### src/rtl/array_count_compare_if.sv
// Sequencer/heap-side bundle for array_count_compare: scan request, result and heap read port.
interface array_count_compare_if #(
  parameter int MemoryElementWidth = 12,
  parameter int NArea              = 3,
  parameter int NArrays            = 1
);
  localparam int AddressWidth = (NArrays * NArea > 1) ? $clog2(NArrays * NArea) : 1;
  localparam int ArrayWidth   = (NArrays > 1) ? $clog2(NArrays) : 1;

  logic                          start;
  logic [1:0]                    mode;
  logic [ArrayWidth-1:0]         array;
  logic [MemoryElementWidth-1:0] size;
  logic [MemoryElementWidth-1:0] key;
  logic                          heapRead;
  logic [AddressWidth-1:0]       heapAddr;
  logic [MemoryElementWidth-1:0] heapData;
  logic                          busy;
  logic                          done;
  logic [MemoryElementWidth-1:0] count;

  // master: sequencer plus heap memory; slave: the counting block
  modport master (
    output start, mode, array, size, key, heapData,
    input  heapRead, heapAddr, busy, done, count
  );

  modport slave (
    input  start, mode, array, size, key, heapData,
    output heapRead, heapAddr, busy, done, count
  );
endinterface

### src/rtl/array_count_compare.sv
// Counts elements of one heap array area matching less/less-or-equal/equal/greater against a key.
// Latency k+2 cycles (1 when k=0), one element per clock; start is ignored unless idle.
module array_count_compare #(
  parameter int MemoryElementWidth = 12,
  parameter int NArea              = 3,
  parameter int NArrays            = 1
) (
  input  logic                  clock,
  input  logic                  reset,
  array_count_compare_if.slave  bus
);
  localparam int AddressWidth = (NArrays * NArea > 1) ? $clog2(NArrays * NArea) : 1;
  localparam int MW           = MemoryElementWidth;
  localparam logic [MW-1:0] NAreaW = MW'(NArea);

  typedef enum logic [1:0] {IDLE, SCAN, DRAIN, FINISH} state_t;

  state_t                  state_q, state_d;
  logic [1:0]              mode_q;
  logic [MW-1:0]           key_q;
  logic [MW-1:0]           k_q;
  logic [MW-1:0]           idx_q;
  logic [MW-1:0]           count_q;
  logic                    read_q, read_d;
  logic [AddressWidth-1:0] addr_q, addr_d;
  logic                    busy_q, busy_d;
  logic                    done_q, done_d;
  logic                    rd_vld_q;

  logic                    accept;
  logic                    last;
  logic                    hit;
  logic [MW-1:0]           k_in;
  logic [AddressWidth-1:0] base_in;

  assign accept  = (state_q == IDLE) && bus.start;
  assign k_in    = (bus.size < NAreaW) ? bus.size : NAreaW;
  assign base_in = AddressWidth'(bus.array) * AddressWidth'(NArea);
  assign last    = (idx_q == k_q - MW'(1));

  always_comb begin
    hit = 1'b0;
    case (mode_q)
      2'd0:    hit = bus.heapData <  key_q;
      2'd1:    hit = bus.heapData <= key_q;
      2'd2:    hit = bus.heapData == key_q;
      default: hit = bus.heapData >  key_q;
    endcase
  end

  always_ff @(posedge clock or negedge reset) begin
    if (!reset) state_q <= IDLE;
    else        state_q <= state_d;
  end

  always_comb begin
    state_d = state_q;
    case (state_q)
      IDLE:    if (accept) state_d = (k_in != '0) ? SCAN : FINISH;
      SCAN:    if (last) state_d = DRAIN;
      DRAIN:   state_d = FINISH;
      default: state_d = IDLE;
    endcase
  end

  // Next values of the registered outputs, so every port comes straight from a flop.
  always_comb begin
    read_d = 1'b0;
    addr_d = '0;
    busy_d = 1'b0;
    done_d = 1'b0;
    case (state_q)
      IDLE: begin
        if (accept) begin
          busy_d = 1'b1;
          if (k_in != '0) begin
            read_d = 1'b1;
            addr_d = base_in;
          end else begin
            done_d = 1'b1;
          end
        end
      end
      SCAN: begin
        busy_d = 1'b1;
        if (!last) begin
          read_d = 1'b1;
          addr_d = addr_q + AddressWidth'(1);
        end
      end
      DRAIN: begin
        busy_d = 1'b1;
        done_d = 1'b1;
      end
      default: ;
    endcase
  end

  always_ff @(posedge clock or negedge reset) begin
    if (!reset) begin
      mode_q   <= '0;
      key_q    <= '0;
      k_q      <= '0;
      idx_q    <= '0;
      count_q  <= '0;
      read_q   <= 1'b0;
      addr_q   <= '0;
      busy_q   <= 1'b0;
      done_q   <= 1'b0;
      rd_vld_q <= 1'b0;
    end else begin
      read_q   <= read_d;
      addr_q   <= addr_d;
      busy_q   <= busy_d;
      done_q   <= done_d;
      rd_vld_q <= read_q;
      if (accept) begin
        mode_q  <= bus.mode;
        key_q   <= bus.key;
        k_q     <= k_in;
        idx_q   <= '0;
        count_q <= '0;
      end else begin
        if (state_q == SCAN) idx_q <= idx_q + MW'(1);
        // heapData belongs to the read issued in the previous cycle
        if (rd_vld_q && hit) count_q <= count_q + MW'(1);
      end
    end
  end

  assign bus.heapRead = read_q;
  assign bus.heapAddr = addr_q;
  assign bus.busy     = busy_q;
  assign bus.done     = done_q;
  assign bus.count    = count_q;
endmodule

### src/flat_wrapper.sv
// flat-port wrapper written by rule: the top's interface ports become plain ports
module array_count_compare_flat 
#(
  parameter int MemoryElementWidth = 12,
  parameter int NArea              = 3,
  parameter int NArrays            = 1
)
  (clock, reset, bus_start, bus_mode, bus_array, bus_size, bus_key, bus_heapData, bus_heapRead, bus_heapAddr, bus_busy, bus_done, bus_count);
  array_count_compare_if #(.MemoryElementWidth(MemoryElementWidth), .NArea(NArea), .NArrays(NArrays)) bus_i ();
  input  logic clock;
  input  logic reset;
  input wire logic [$bits(bus_i.start)-1:0] bus_start;
  input wire logic [$bits(bus_i.mode)-1:0] bus_mode;
  input wire logic [$bits(bus_i.array)-1:0] bus_array;
  input wire logic [$bits(bus_i.size)-1:0] bus_size;
  input wire logic [$bits(bus_i.key)-1:0] bus_key;
  input wire logic [$bits(bus_i.heapData)-1:0] bus_heapData;
  output wire logic [$bits(bus_i.heapRead)-1:0] bus_heapRead;
  output wire logic [$bits(bus_i.heapAddr)-1:0] bus_heapAddr;
  output wire logic [$bits(bus_i.busy)-1:0] bus_busy;
  output wire logic [$bits(bus_i.done)-1:0] bus_done;
  output wire logic [$bits(bus_i.count)-1:0] bus_count;
  assign bus_i.start = bus_start;
  assign bus_i.mode = bus_mode;
  assign bus_i.array = bus_array;
  assign bus_i.size = bus_size;
  assign bus_i.key = bus_key;
  assign bus_i.heapData = bus_heapData;
  assign bus_heapRead = bus_i.heapRead;
  assign bus_heapAddr = bus_i.heapAddr;
  assign bus_busy = bus_i.busy;
  assign bus_done = bus_i.done;
  assign bus_count = bus_i.count;
  array_count_compare #(.MemoryElementWidth(MemoryElementWidth), .NArea(NArea), .NArrays(NArrays)) u_core (.clock(clock), .reset(reset), .bus(bus_i));
endmodule
### config.mk
export PLATFORM = sky130hd
export DESIGN_NAME = array_count_compare_flat
export DESIGN_NICKNAME = d
export VERILOG_FILES = /design/src/rtl/array_count_compare_if.sv /design/src/rtl/array_count_compare.sv /design/src/flat_wrapper.sv
export SDC_FILE = /design/constraint.sdc
export NUM_CORES = 1
export LEC_CHECK = 0
export ABC_AREA = 1
export BUFFER_PORTS_ARGS = -buffer_cell sky130_fd_sc_hd__buf_2
export CORE_ASPECT_RATIO = 0.75
export CORE_MARGIN = 1.5
export CORE_UTILIZATION = 50
export DETAILED_ROUTE_END_ITERATION = 8
export PLACE_DENSITY_LB_ADDON = 0.15
export RECOVER_POWER = 25
export SLEW_MARGIN = 10
export SYNTH_ARGS = -nofsm -noshare
export SYNTH_HDL_FRONTEND = slang
export SYNTH_SLANG_ARGS = --single-unit
### constraint.sdc
create_clock -name clock -period 2.1 [get_ports clock]
set_input_delay 0.21 -clock clock [delete_from_list [all_inputs] [get_ports clock]]
set_output_delay 0.21 -clock clock [all_outputs]
set_load 0.01 [all_outputs]
==> run_results.csv <==
group,metric,value,unit
setup_path,worstPathArrival,2.14,ns
timing,worst_clock_skew,0.0115,ns
placement,finalWeightedCongestion,0.839,
clocking,worst_setup_hold_path_clk_slew,0.07,ns
setup_path,worst_case_reg_to_reg_path_depth,12,
timing,period_minus_ws_final,1.86,ns
timing,setup_total_negative_slack,0,ns
clocking,worst_skew_pair.late_latency,0.34,ns
clocking,clock_sink_count,58,
setup_path,crit_required,2.38,ns
floorplan,dieHeight,75.8,um
floorplan,die-area,0.00759,mm2
clocking,cts_buffer_depth,2,
timing,final_report_max_slew_violation_count,0,
placement,place.port_buffers,58,
placement,post_dp_hpwl,5390,um
global_routing,grt_use_total,0.220,
global_routing,grt_first_pass_wirelength,12800,um
synth,synthArstFlopShare,1.00,
hold_path,whs_path_cells,3,
timing,final-setup-viol-count,0,
route,postRouteAntennaNets,0,
hold_path,min_delay_worst_endpoint,"u_core.mode_q[1]",
power,pwr_density_cell,986,mW/mm2
synth,post_synth_instance_area,0.00353,mm2
synth,yosys_most_used_dff,"dfrtp_1",
timing,post-route-period-util,0.888,
floorplan,number_of_cell_rows,26,
setup_path,reg2reg_to,"u_core.bus.count[8]",
setup_path,critical_path_peak_fanout,12,
global_routing,grt_start_max_net_pins,28,
floorplan,die_w,100,um
clocking,cts_inserted_buffers,9,
timing,timing.slew.headroom,0.0136,
placement,post-place-ws,0.142,ns
route,vias,2993,
synth,avgSynthCellArea,7.80,um2
timing,hold_viol_final,0,
timing,worstMarginPinSlew,1.48,ns
hold_path,min-delay-path-class,"primary input to flip-flop",
timing,max_freq,536,MHz
power,vdd.ir_drop.worst,0.000637,V
placement,placedCellCount,594,
global_routing,number_of_global_route_vias_before_repair,2899,
synth,synthDistinctLibCells,34,
power,design_power_total,4.13,mW
synth,post_syn_instances,453,
job,drv_cap,0,
setup_path,startpoint_types,"flip-flop",
final_layout,area_delta_synth_final,18.5,%
route,wl_per_cell,11.8,um
floorplan,num_io_pins,59,
clocking,cts_tree,"built",
setup_path,crit-reg2reg-launch,"u_core.key_q[11]",
route,first_iter_violations,66,
synth,seq_area_frac_synth,0.411,
final_layout,finalNonFillerCells,611,
synth,synthesis.yosys.warnings,0,
final_layout,layout-drive-gt1-share,0.220,
route,route.detailed.drc,0,
hold_path,hold_start,"bus_mode[1]",
global_routing,grt_antenna_before_repair,0,
route,detail_route.first_pass.iterations,4,
route,vias_per_cell,4.90,
timing,min_setup_slack_post_route,0.235,ns
route,finalWirelength,7210,um
floorplan,start_util,0.517,
setup_path,reg2reg_slack,0.24,ns
synth,synthesis.nets,514,
clocking,htree_num_levels,3,
clocking,cts.repair_timing.setup_buffer_count,0,
setup_path,critPathKind,"flip-flop to flip-flop",
global_routing,gr-total-overflow,0,
final_layout,finalCoreUtilization,0.613,
power,total_leakage_power,2.20,nW
floorplan,total_core_area,0.00683,mm2
final_layout,diodes,0,
final_layout,num-nets-final,583,
synth,synth-seq-cells,58,
setup_path,critical_path.endpoint_type,"flip-flop",
outcome,run_status,"finished, final reports clean",
clocking,root_cell_of_the_clock_tree,"clkbuf_8",
synth,synth_edf_count,0,
-- sequential cells by signal, summed over array words and instances (netlist names) --
signal	cells
u_core.bus.busy	1
u_core.bus.heapAddr	2
u_core.bus.count	12
u_core.idx_q	12
u_core.state_q	2
u_core.bus.done	1
u_core.bus.heapRead	1
u_core.key_q	12
u_core.k_q	12
u_core.mode_q	2
u_core.rd_vld_q	1
-- metal layers --
metal,part of all wire,global-route usage,wire [um],up-vias
met5,0,0,0,-
met4,0.014,0.0814,100,0
met3,0.029,0.0587,211,9
met2,0.47,0.364,3350,38
met1,0.49,0.282,3540,1355
li1,-,-,-,1591
-- how the worst max path moves through the flow --
stage | start | endpoint | slack (ns) | depth (start not counted)
after floorplan | u_core.k_q[0] | u_core.state_q[0] | 0.34 | 16
after global placement | u_core.key_q[11] | u_core.bus.count[1] | 0.19 | 14
after detailed placement | u_core.key_q[11] | u_core.bus.count[1] | 0.14 | 14
after CTS | u_core.key_q[11] | u_core.bus.count[1] | 0.11 | 14
after global routing | u_core.k_q[0] | u_core.state_q[0] | -0.002 | 15
final | u_core.key_q[11] | u_core.bus.count[8] | 0.24 | 12
-- power by group --
group	total [mW]	switching (mW)	internal, mW	leakage [nW]
combinational	1.55	0.958	0.589	1.34
sequential	1.53	0.164	1.37	0.760
clock	1.05	0.471	0.579	0.0945
-- critical path, stage by stage, from the launching register on --
cell and delay [ns]:
dfrtp_1 0.32, inv_1 0.04, ha_1 0.28, nand2_1 0.09
nor2_2 0.14, and2_4 0.17, nand3_4 0.07, nor2_4 0.09
nor2_1 0.06, a21boi_4 0.18, buf_6 0.18, nand4_1 0.10
nand2_1 0.08
-- cells by family after synthesis --
kind of cell,count (synthesis),synth area share
compound gates,48,0.0750
xor+xnor,16,0.0396
buf+inv,74,0.0839
flops,58,0.411
fa+ha+maj,19,0.0673
simple gates,238,0.324
-- synthesized netlist by cell type (all sizes together), types with 7 or more instances --
library cell | number | area, um2
dfrtp | 58 | 1450
ha | 19 | 238
inv | 62 | 233
nand3 | 39 | 268
nor2 | 59 | 259
xor2 | 10 | 87.6
o21ai | 26 | 130
nand4 | 16 | 100
nor3 | 7 | 35.0
buf | 8 | 48.8
a21oi | 15 | 75.1
nand2 | 111 | 432
-- repair_timing --
item,4_1_cts,5_1_grt
gates resized for setup,0,5
endpoints found under the setup margin,0,14
hold buffers,1,0
endpoints found under the hold margin,24,0
-- area by class of cell --
class,count,area (um2)
Sequential cell,58,1450
Clock buffer,10,138
Clock inverter,6,66.3
Inverter,62,233
Tap cell,84,105
Multi-Input combinational cell,321,1800
Fill cell,642,2640
Timing Repair Buffer,70,398
-- per-stage QoR --
step	hold WS, ns	area [um2]
floorplan	-0.0856	3530
global placement	0.262	3960
detailed placement	0.259	3960
CTS	0.0354	4180
global route	0.0410	4190
finish	0.0551	4190
-- cell usage in the layout, fill, tap and decap left out, drive strengths merged, types with 6 or more instances in the layout --
cell / n
a21oi: 15
buf: 67
clkbuf: 12
dfrtp: 58
ha: 19
inv: 62
nand2: 111
nand3: 39
nand4: 16
nor2: 59
nor3: 7
o21ai: 26
xnor2: 6
xor2: 10
No activity file was read; power rests on OpenSTA's default activity.
